File: config.mk
export PLATFORM = sky130hd
export DESIGN_NAME = uart_reg_host
export DESIGN_NICKNAME = d
export VERILOG_FILES = /design/src/rtl/uart_reg_pkg.sv /design/src/rtl/uart_reg_skid.sv /design/src/rtl/uart_reg_host.sv
export SDC_FILE = /design/constraint.sdc
export NUM_CORES = 1
export LEC_CHECK = 0
export ABC_AREA = 0
export ABC_CLOCK_PERIOD_IN_PS = 4100
export CAP_MARGIN = 10
export CELL_PAD_IN_SITES_DETAIL_PLACEMENT = 1
export CELL_PAD_IN_SITES_GLOBAL_PLACEMENT = 1
export CORE_ASPECT_RATIO = 0.8
export CORE_MARGIN = 1.5
export CORE_UTILIZATION = 31
export DETAILED_ROUTE_END_ITERATION = 7
export PLACE_DENSITY_LB_ADDON = 0.1
export RECOVER_POWER = 50
export SLEW_MARGIN = 20
export SYNTH_ARGS = -nofsm -noshare
export SYNTH_HDL_FRONTEND = slang
export SYNTH_HIERARCHICAL = 1
export SYNTH_SLANG_ARGS = --single-unit
File: constraint.sdc
create_clock -name i_clock -period 4.1 [get_ports i_clock]
set_input_delay 0.41 -clock i_clock [delete_from_list [all_inputs] [get_ports i_clock]]
set_output_delay 0.41 -clock i_clock [all_outputs]
set_load 0.005 [all_outputs]
File: src/rtl/uart_reg_pkg.sv
// Shared register map and host FSM states for the UART register port.
// Imported by the UART and by its bus initiator.
package uart_reg_pkg;

  localparam int unsigned ADDR_DATA           = 0;
  localparam int unsigned ADDR_STATUS         = 1;
  localparam int unsigned STATUS_TX_BUSY_BIT  = 0;
  localparam int unsigned STATUS_RX_AVAIL_BIT = 1;
  localparam logic [7:0]  RX_ACK_MASK         = 8'h02;

  typedef enum logic [2:0] {
    POLL,
    POLL_WAIT,
    DECIDE,
    RD_DATA,
    RD_ACK,
    WR_DATA,
    GAP
  } host_state_t;

endpackage

File: src/rtl/uart_reg_skid.sv
// One-deep valid/ready holding register; in_ready, out_valid and out_data are all registered.
module uart_reg_skid #(
  parameter int unsigned WIDTH = 8
) (
  input  logic             clk,
  input  logic             rst,
  input  logic [WIDTH-1:0] in_data,
  input  logic             in_valid,
  output logic             in_ready,
  output logic [WIDTH-1:0] out_data,
  output logic             out_valid,
  input  logic             out_ready
);

  logic load;
  logic unload;
  logic full_next;

  assign load      = in_valid && in_ready;
  assign unload    = out_valid && out_ready;
  assign full_next = load || (out_valid && !unload);

  // in_ready is the registered complement of the next occupancy, low while in reset
  always_ff @(posedge clk or posedge rst) begin
    if (rst) begin
      out_valid <= 1'b0;
      in_ready  <= 1'b0;
      out_data  <= '0;
    end else begin
      out_valid <= full_next;
      in_ready  <= !full_next;
      if (load) out_data <= in_data;
    end
  end

endmodule

File: src/rtl/uart_reg_host.sv
// Bus initiator for the UART register port: polls status, pushes TX bytes in,
// pulls RX bytes out and acknowledges them.
module uart_reg_host
  import uart_reg_pkg::*;
#(
  parameter int unsigned ADDR_WIDTH = 4,
  parameter int unsigned DATA_WIDTH = 8,
  parameter int unsigned RD_LATENCY = 1,
  parameter int unsigned POLL_GAP   = 0
) (
  input  logic                  i_clock,
  input  logic                  i_reset,
  output logic [ADDR_WIDTH-1:0] o_addr,
  output logic                  o_wrEnable,
  output logic [DATA_WIDTH-1:0] o_wrData,
  input  logic [DATA_WIDTH-1:0] i_rdData,
  input  logic [DATA_WIDTH-1:0] i_txData,
  input  logic                  i_txValid,
  output logic                  o_txReady,
  output logic [DATA_WIDTH-1:0] o_rxData,
  output logic                  o_rxValid,
  input  logic                  i_rxReady
);

  localparam int unsigned LAT_W = $clog2(RD_LATENCY + 1);
  localparam int unsigned GAP_W = (POLL_GAP > 0) ? $clog2(POLL_GAP + 1) : 1;
  localparam logic [GAP_W-1:0] GAP_LOAD   = GAP_W'((POLL_GAP > 0) ? POLL_GAP - 1 : 0);
  localparam host_state_t      AFTER_XFER = (POLL_GAP == 0) ? POLL : GAP;

  host_state_t           state, state_d;
  logic [LAT_W-1:0]      lat_cnt, lat_cnt_d;
  logic [GAP_W-1:0]      gap_cnt, gap_cnt_d;
  logic                  stat_busy, stat_busy_d;
  logic                  stat_avail, stat_avail_d;
  logic                  prio_rx, prio_rx_d;
  logic [ADDR_WIDTH-1:0] addr_d;
  logic                  we_d;
  logic [DATA_WIDTH-1:0] wd_d;
  logic                  rx_cand, tx_cand;
  logic                  tx_full, tx_pop;
  logic [DATA_WIDTH-1:0] tx_data;
  logic                  rx_capture, rx_in_ready;

  uart_reg_skid #(.WIDTH(DATA_WIDTH)) u_tx_hold (
    .clk       (i_clock),
    .rst       (i_reset),
    .in_data   (i_txData),
    .in_valid  (i_txValid),
    .in_ready  (o_txReady),
    .out_data  (tx_data),
    .out_valid (tx_full),
    .out_ready (tx_pop)
  );

  uart_reg_skid #(.WIDTH(DATA_WIDTH)) u_rx_hold (
    .clk       (i_clock),
    .rst       (i_reset),
    .in_data   (i_rdData),
    .in_valid  (rx_capture),
    .in_ready  (rx_in_ready),
    .out_data  (o_rxData),
    .out_valid (o_rxValid),
    .out_ready (i_rxReady)
  );

  assign tx_pop     = (state == WR_DATA);
  assign rx_capture = (state == RD_DATA) && (lat_cnt == '0) && rx_in_ready;

  // Next state, then the bus outputs belonging to that next state so they come out registered
  always_comb begin
    state_d      = state;
    lat_cnt_d    = lat_cnt;
    gap_cnt_d    = gap_cnt;
    stat_busy_d  = stat_busy;
    stat_avail_d = stat_avail;
    prio_rx_d    = prio_rx;
    rx_cand      = stat_avail && !o_rxValid;
    tx_cand      = !stat_busy && tx_full;

    case (state)
      POLL: begin
        state_d   = POLL_WAIT;
        lat_cnt_d = LAT_W'(RD_LATENCY);
      end
      POLL_WAIT: begin
        if (lat_cnt == '0) begin
          stat_busy_d  = i_rdData[STATUS_TX_BUSY_BIT];
          stat_avail_d = i_rdData[STATUS_RX_AVAIL_BIT];
          state_d      = DECIDE;
        end else begin
          lat_cnt_d = lat_cnt - 1'b1;
        end
      end
      DECIDE: begin
        if (rx_cand && (!tx_cand || prio_rx)) begin
          state_d   = RD_DATA;
          lat_cnt_d = LAT_W'(RD_LATENCY);
          prio_rx_d = 1'b0;
        end else if (tx_cand) begin
          state_d   = WR_DATA;
          prio_rx_d = 1'b1;
        end else begin
          state_d = AFTER_XFER;
        end
      end
      RD_DATA: begin
        if (lat_cnt == '0) state_d = RD_ACK;
        else lat_cnt_d = lat_cnt - 1'b1;
      end
      RD_ACK:  state_d = AFTER_XFER;
      WR_DATA: state_d = AFTER_XFER;
      GAP: begin
        if (gap_cnt == '0) state_d = POLL;
        else gap_cnt_d = gap_cnt - 1'b1;
      end
      default: state_d = POLL;
    endcase

    if ((state_d == GAP) && (state != GAP)) gap_cnt_d = GAP_LOAD;

    addr_d = ADDR_WIDTH'(ADDR_STATUS);
    we_d   = 1'b0;
    wd_d   = '0;
    case (state_d)
      RD_DATA: addr_d = ADDR_WIDTH'(ADDR_DATA);
      RD_ACK: begin
        we_d = 1'b1;
        wd_d = DATA_WIDTH'(RX_ACK_MASK);
      end
      WR_DATA: begin
        addr_d = ADDR_WIDTH'(ADDR_DATA);
        we_d   = 1'b1;
        wd_d   = tx_data;
      end
      default: ;
    endcase
  end

  always_ff @(posedge i_clock or posedge i_reset) begin
    if (i_reset) begin
      state      <= POLL;
      lat_cnt    <= '0;
      gap_cnt    <= '0;
      stat_busy  <= 1'b0;
      stat_avail <= 1'b0;
      prio_rx    <= 1'b1;
      o_addr     <= ADDR_WIDTH'(ADDR_STATUS);
      o_wrEnable <= 1'b0;
      o_wrData   <= '0;
    end else begin
      state      <= state_d;
      lat_cnt    <= lat_cnt_d;
      gap_cnt    <= gap_cnt_d;
      stat_busy  <= stat_busy_d;
      stat_avail <= stat_avail_d;
      prio_rx    <= prio_rx_d;
      o_addr     <= addr_d;
      o_wrEnable <= we_d;
      o_wrData   <= wd_d;
    end
  end

endmodule

## After elaboration in Yosys (flattened, before gate mapping)

Index checks and enable logic that the tools add are counted.

- Register bits after elaboration: 41
- Latch bits: 0
- Bits in writable memories: 0
- Memory bits (read-only): 0
- Bits of input ports: 20
- Output and inout port bits: 23
- Word-level logic and storage cells: 78
- Memories: 0

- Add/subtract/negate cells: 2
- Multipliers: 0
- Div/mod/pow operators: 0
- Order comparisons: 0
- Eq/ne operators: 11
- Shift-type cells: 0
- Muxes and demuxes: 17
- Bitwise gates (word level): 1
- Reductions and logical operators: 32

Operator list:

| kind | number |
|---|---|
| $pmux 8 s2 | 1 |
| $eq 3x3->1 const B | 5 |
| $mux 3 | 5 |
| $pmux 3 s5 | 1 |
| $logic_and 1x1->1 | 12 |
| $eq 3x2->1 const B | 3 |
| $mux 1 | 9 |
| $logic_not 1->1 | 7 |
| $reduce_and 2->1 | 3 |
| $reduce_or 2->1 | 3 |
| $reduce_bool 2->1 | 2 |
| $eq 3x1->1 const B | 1 |
| $logic_not 3->1 | 1 |
| $logic_or 1x1->1 | 3 |
| $ne 3x3->1 const B | 1 |
| $pmux 1 s3 | 1 |
| $reduce_bool 3->1 | 1 |
| $ne 2x2->1 const B | 1 |
| $sub 1x1->1 const B | 2 |
| $not 1->1 | 1 |

## Logic depth before layout (Yosys ltp)

Gate-level depths: netlist of the first run.

- Word-level depth: 10
- Mapped depth: 5
- Mapped depth without buffers: 4

## Modules after synthesis

Netlist of the first run, hierarchy kept.

By module, submodules not included:

| module | times used | cells each | area each (sq um) | seq. area each (sq um) |
|---|---|---|---|---|
| uart_reg_skid | 2 | 23 | 401.6 | 250.2 |
| uart_reg_host | 1 | 72 | 784.5 | 427.9 |

## Worst setup path before layout of the first run

Ideal clock, no wire load.

- Path kind: register to register
- Start point: reg state[0]
- End point: reg u_rx_hold.out_data[0]
- Library setup time: 125 ps
- Data arrival time: 1,326 ps
- Required time: 3,975 ps
- Setup slack: 2,649 ps
- Cell stages (with the launch flop): 6
- Clock period less this slack: 1,451 ps
- Cell sequence: dfrtp_1 buf_4 nor2b_1 and3_1 nand2_4 mux2_4

- Cells in the longest elaborated chain, start to end: 4

RTL lines:

| what | RTL line | text |
|---|---|---|
| start: declaration | uart_reg_host.sv:30 | `host_state_t state, state_d;` |
| start signal: assignment | uart_reg_host.sv:151 | `state <= state_d;` |
| $eq 3x2->1 | uart_reg_host.sv:67 | `assign rx_capture = (state == RD_DATA) && (lat_cnt == '0) && rx_in_ready;` |
| $logic_and 1x1->1 (2 in a row) | uart_reg_host.sv:67 |  |
| net rx_capture | uart_reg_host.sv:42 | `logic rx_capture, rx_in_ready;` |
| $logic_and 1x1->1 | uart_reg_skid.sv:19 | `assign load = in_valid && in_ready;` |
| end signal: assignment | uart_reg_skid.sv:32 | `if (load) out_data <= in_data;` |
| end: declaration | uart_reg_skid.sv:10 | `output logic [WIDTH-1:0] out_data,` |

The timed path passes the listed nets, and every way through them passes these cells.
A chain may end at the register's enable or synchronous reset.

## Final worst setup path of the first run

- Start point: reg o_addr[0]
- End point: out o_addr[0]

RTL lines:

| what | RTL line | text |
|---|---|---|
| start: declaration | uart_reg_host.sv:13 | `output logic [ADDR_WIDTH-1:0] o_addr,` |
| start signal: assignment | uart_reg_host.sv:147 | `o_addr <= ADDR_WIDTH'(ADDR_STATUS);` |
| start signal: assignment | uart_reg_host.sv:157 | `o_addr <= addr_d;` |

No word-level cell between the ends.

==> results of run 1 <==
## final cells by class
type,instances,area [sq um],area share
Tap cell,62,77.6,0.0365
Clock buffer,6,82.6,0.0389
Multi-Input combinational cell,71,586,0.276
Sequential cell,37,928,0.437
Timing Repair Buffer,39,390,0.184
Inverter,6,22.5,0.0106
Clock inverter,2,37.5,0.0177
## sequential cells by signal (all words and copies together), names as in the netlist, 3 cells and up
signal / count
o_wrData: 8
state: 3
u_rx_hold/out_data: 8
u_tx_hold/out_data: 8
## kinds of logic (layout without fill, tap and decap cells)
| family | Yosys count | count (layout) | synth area share |
|---|---|---|---|
| multiplexers | 18 | 18 | 0.165 |
| AO/OA/AOI/OAI | 20 | 20 | 0.0890 |
| buffers and inverters | 12 | 53 | 0.0394 |
| XOR/XNOR | 1 | 1 | 0.00552 |
| AND/OR/NAND/NOR | 29 | 29 | 0.113 |
| flip-flops | 37 | 37 | 0.585 |
| other | 1 | 3 | 0.00236 |
## synthesized netlist by cell type (2+ instances only)
library cell	n	share of area
a21oi_1	3	0.0095
a21oi_2	2	0.011
a31oi_1	2	0.0079
and2_1	7	0.028
buf_2	2	0.0063
buf_4	4	0.019
dfrtp_1	35	0.55
dfstp_2	2	0.033
inv_1	5	0.012
mux2_1	2	0.014
mux2_4	16	0.15
nand2_1	4	0.0095
nand2_4	2	0.014
nand2b_1	3	0.012
nor2_1	5	0.012
nor2b_1	3	0.012
o21a_1	3	0.014
o21ai_0	3	0.0095
## stage by stage
step	hold WS, ns	cells
floorplan	0.250	120
global route	0.510	223
global placement	0.467	215
CTS	0.467	223
detailed placement	0.473	215
finish	0.479	223
## power breakdown
part	switching (uW)	internal [uW]	leakage (uW)	total, uW
combinational	217	369	0.000453	586
clock	131	198	0.0000574	329
sequential	121	525	0.000452	646
## routing by layer
layer,global-route usage,wire [microns]
met2,0.195,1460
met4,0.0688,69
met5,0,0
met1,0.149,1380
met3,0.0359,126
## path summary, 6_finish.rpt
kind                                    endpoint  slack [ns]  depth (start not counted)
min                                  o_wrData[4]        0.48                          1
max reg2reg                u_rx_hold/out_data[3]        2.49                          4
min in group asynchronous     u_rx_hold/in_ready        0.58                          2
max                                    o_addr[0]        2.39                          1
min reg2reg                          o_wrData[4]        0.48                          1
max in group asynchronous              stat_busy        2.93                          2
==> flow_summary_export.csv, run 1 <==
group,metric,value,unit
final_layout,finalInstanceArea,2120,sq um
timing,worst_slack,2.39,ns
placed_design,dp_hpwl,2300,microns
clock_tree,clock_sinks,37,
final_layout,mostFrequentLayoutCells,"38 x clkdlybuf4s50_1, 35 x dfrtp_1, 14 x mux2_4",
clock_tree,clockRootBuffer,"clkbuf_8",
placed_design,dp_slack,2.48,ns
clock_tree,insertion_delay,0.29,ns
die,start_util,0.319,
clock_tree,cts.clk_slew.worst_paths,0.08,ns
pwr,p_leak,0.000963,uW
timing,post-route-period-util,0.416,
drt,ant_nets,0,
drt,drtIter0Drc,27,
timing,period_needed,1.71,ns
drt,via_per_inst,4.55,
synthesis,ys_seq_area_frac,0.585,
die,core_area,4980,sq um
min_path,worstHoldStart,"u_tx_hold/out_data[4]",
timing,worst_pin_slew,0.699,ns
grt,grt_pass1_vias,1105,
final_layout,nFillCells,535,
worst_setup_path,crit_slowest_cell,"dfstp_2",
die,die_y,67.0,microns
die,top_level_ports,43,
timing,setup_viol,0,
timing,fin_setup_tns,0,ns
final_layout,layout_commonest_cell,"clkdlybuf4s50_1",
clock_tree,cts_hold_buffers,0,
placed_design,placed_area,2020,sq um
die,core.rowCount,23,
pwr,power_density,735,nW/um^2
timing,fmax,586,MHz
final_layout,drive_gt1_frac,0.186,
placed_design,place_congestion,0.707,
drt,vias,1014,
worst_setup_path,start_kind,"flop",
drt,firstDrtPassIters,4,
timing,max-slew-margin-rel,0.533,
grt,track_usage,0.122,
status,status,"completed",
synthesis,synthCells,118,
clock_tree,htreeDepth,2,
worst_setup_path,cp_cell_sequence,"clkdlybuf4s50_1",
worst_setup_path,required,3.69,ns
final_layout,utilization,0.427,
worst_setup_path,crit_fanout,1,
synthesis,mappedNetlistArea,1590,sq um
final_layout,diodes,0,
synthesis,ys_seq_elements,37,
timing,clock_skew,0.00706,ns
synthesis,async_flop_share,1.00,
placed_design,io_buffers,39,
timing,rsz0062_at_grt,"no",
clock_tree,cts.repair.resized,0,
grt,grt_pass1_wl,5150,microns
clock_tree,post_cts_buffers,0,
job,maxCapViolations,0,
worst_setup_path,critical_path_arrival,1.30,ns
worst_setup_path,cpPeakStageDelay,0.52,ns
clock_tree,numCtsBuffers,5,
final_layout,nets,180,
synthesis,synth_edf_count,0,
drt,drc,0,
worst_setup_path,critPathCaptureType,"output pin",
grt,grt_max_degree,18,
pwr,ir_worst_vdd,0.250,mV
clock_tree,clock_path_buffers,2,
synthesis,avgSynthCellArea,13.5,sq um
timing,finalMaxSlewViolations,0,
synthesis,yosysWarnings,6,
synthesis,synthFlopType,"dfrtp_1",
worst_setup_path,cp_num_buf_inv,1,
worst_setup_path,crit_path_start,"o_addr[0]",
drt,totalWireLength,3040,microns
worst_setup_path,r2r-start,"state[0]",
final_layout,syn_to_final_growth,33.8,%
die,die_x,83.0,microns
worst_setup_path,worst_path_dominant_cell_family,"flip-flops",
clock_tree,cts_tree,"done",
synthesis,yosysUniqueCellTypes,33,
pwr,power,1560,uW
worst_setup_path,worstSetupPathType,"reg2out",
drt,wire_per_inst,13.6,microns
grt,overflow,0,
die,dieArea,5560,sq um
grt,grt_antenna_before_repair,0,
timing,hold_viol_final,0,
min_path,min_path_type,"reg2reg",
No activity file was read; power rests on OpenSTA's default activity.
==> inputs of run 2 (changes only) <==
Settings changed: ABC_CLOCK_PERIOD_IN_PS 4100 to 1400.
Clock period 4.1 ns to 1.4 ns, I/O delays scaled along.
==> flow_summary_export.csv, run 2 (synthesis gave the netlist of run 1 again) <==
group,metric,value,unit
worst_setup_path,critical_path_arrival,1.53,ns
drt,firstDrtPassIters,2,
clock_tree,cts.clk_slew.worst_paths,0.07,ns
worst_setup_path,r2r-start,"state[2]",
final_layout,drive_gt1_frac,0.240,
min_path,min_path_type,"in2async",
pwr,power_density,2140,nW/um^2
timing,finalMaxSlewViolations,0,
clock_tree,cts_hold_buffers,0,
final_layout,syn_to_final_growth,37.7,%
grt,track_usage,0.137,
pwr,power,4670,uW
pwr,pwr-share-comb,0.450,
final_layout,register_area,930,sq um
clock_tree,clock_sinks,37,
die,die_y,67.0,microns
pwr,pwr-share-clk,0.159,
die,dieArea,5560,sq um
grt,grt_antenna_before_repair,0,
grt,overflow,0,
die,core.rowCount,23,
pwr,p_seq_frac,0.391,
clock_tree,cts_tree,"done",
timing,clock_skew,0.00636,ns
clock_tree,htreeDepth,2,
drt,totalWireLength,3620,microns
grt,grt_max_degree,13,
worst_setup_path,required,1.57,ns
final_layout,diodes,0,
timing,period_needed,1.36,ns
final_layout,reg_top3,"o_wrData (8), u_rx_hold/out_data (8), u_tx_hold/out_data (8)",
grt,grt_pass1_vias,1132,
final_layout,multiInputGateArea,611,sq um
drt,vias,1057,
worst_setup_path,worst_path_dominant_cell_family,"simple AND/OR/NAND/NOR gates",
pwr,p_int,3140,uW
timing,max-slew-margin-rel,0.552,
die,die_x,83.0,microns
worst_setup_path,cp_num_buf_inv,0,
worst_setup_path,critPathCaptureType,"flop",
die,start_util,0.319,
final_layout,finalInstanceArea,2190,sq um
pwr,p_sw,1530,uW
final_layout,nFillCells,551,
drt,drc,0,
placed_design,dp.cells,220,
worst_setup_path,cp_cell_sequence,"nor2b_2 > and3_4 > nand2_4 > mux2_4",
clock_tree,clock_path_buffers,2,
status,status,"completed",
placed_design,io_buffers,39,
final_layout,mostFrequentLayoutCells,"37 x clkdlybuf4s50_1, 34 x dfrtp_1, 9 x mux2_1, 9 x buf_4, 9 x mux2_4",
timing,setup_viol,0,
final_layout,utilization,0.439,
timing,rsz0062_at_grt,"no",
clock_tree,clockRootBuffer,"clkbuf_8",
final_layout,layout_commonest_cell,"clkdlybuf4s50_1",
timing,worst_pin_slew,0.672,ns
placed_design,placed_area,2070,sq um
worst_setup_path,crit_fanout,5,
worst_setup_path,start_kind,"flop",
die,top_level_ports,43,
drt,drtIter0Drc,51,
worst_setup_path,crit_slowest_cell,"dfrtp_1",
placed_design,dp_hpwl,2510,microns
timing,post-route-period-util,0.975,
die,core_area,4980,sq um
placed_design,place_congestion,0.838,
timing,fmax,733,MHz
pwr,switching_share,0.327,
pwr,p_leak,0.000977,uW
worst_setup_path,worstSetupPathType,"reg2reg",
grt,grt_pass1_wl,5690,microns
worst_setup_path,crit_path_start,"state[2]",
worst_setup_path,cpPeakStageDelay,0.44,ns
timing,hold_ws,0.272,ns
drt,via_per_inst,4.54,
clock_tree,insertion_delay,0.28,ns
final_layout,nets,191,
clock_tree,numCtsBuffers,5,
final_layout,final_cell_count_no_fill,233,
drt,wire_per_inst,15.5,microns
drt,ant_nets,0,
pwr,ir_worst_vdd,0.762,mV
timing,hold_viol_final,0,
job,maxCapViolations,0,
## run 2: cell type report
type,instances,share of cell area
inverter,6,0.0103
clock buffer,7,0.0395
timing repair buffer,49,0.211
tap,62,0.0355
sequential,37,0.425
multi-input combinational,72,0.279
## run 2: power by group through the flow
stage,Combinational (uW),Sequential (uW),Clock [uW]
detailed placement,2000,1830,0
global placement,1950,1810,0
CTS,2090,1820,757
finish,2100,1830,742
floorplan,1240,1790,0
global route,2280,1900,832
## run 2: worst paths after layout
path,end,slack (ns),cells past startpoint
max,u_rx_hold/out_data[0],0.04,4
min,o_wrData[3],0.27,2
max reg2reg,u_rx_hold/out_data[0],0.04,4
min reg2reg,o_wrData[4],0.48,1
max in group asynchronous,o_wrEnable,0.26,3
min in group i_clock,u_tx_hold/out_data[6],0.45,2
## run 2: per-stage QoR
stage               TNS (ns)  setup WS [ns]
CTS                        0        0.00960
detailed placement  -0.00236       -0.00196
global route               0        0.00369
finish                     0         0.0353
global placement           0         0.0724
floorplan                  0         0.0131
## run 2: repair_timing
item / in CTS / in global routing
pin swaps: 2 / 1
gates resized for setup: 2 / 9
cloned: 0 / 1
setup buffers: 4 / 1
endpoints found under the setup margin: 7 / 16
## run 2: layer usage
layer,part of all wire,up-vias,global-route usage
li1,-,498,-
met1,0.45,527,0.171
met2,0.50,24,0.228
met3,0.034,8,0.0347
met4,0.013,0,0.0563
met5,0,-,0
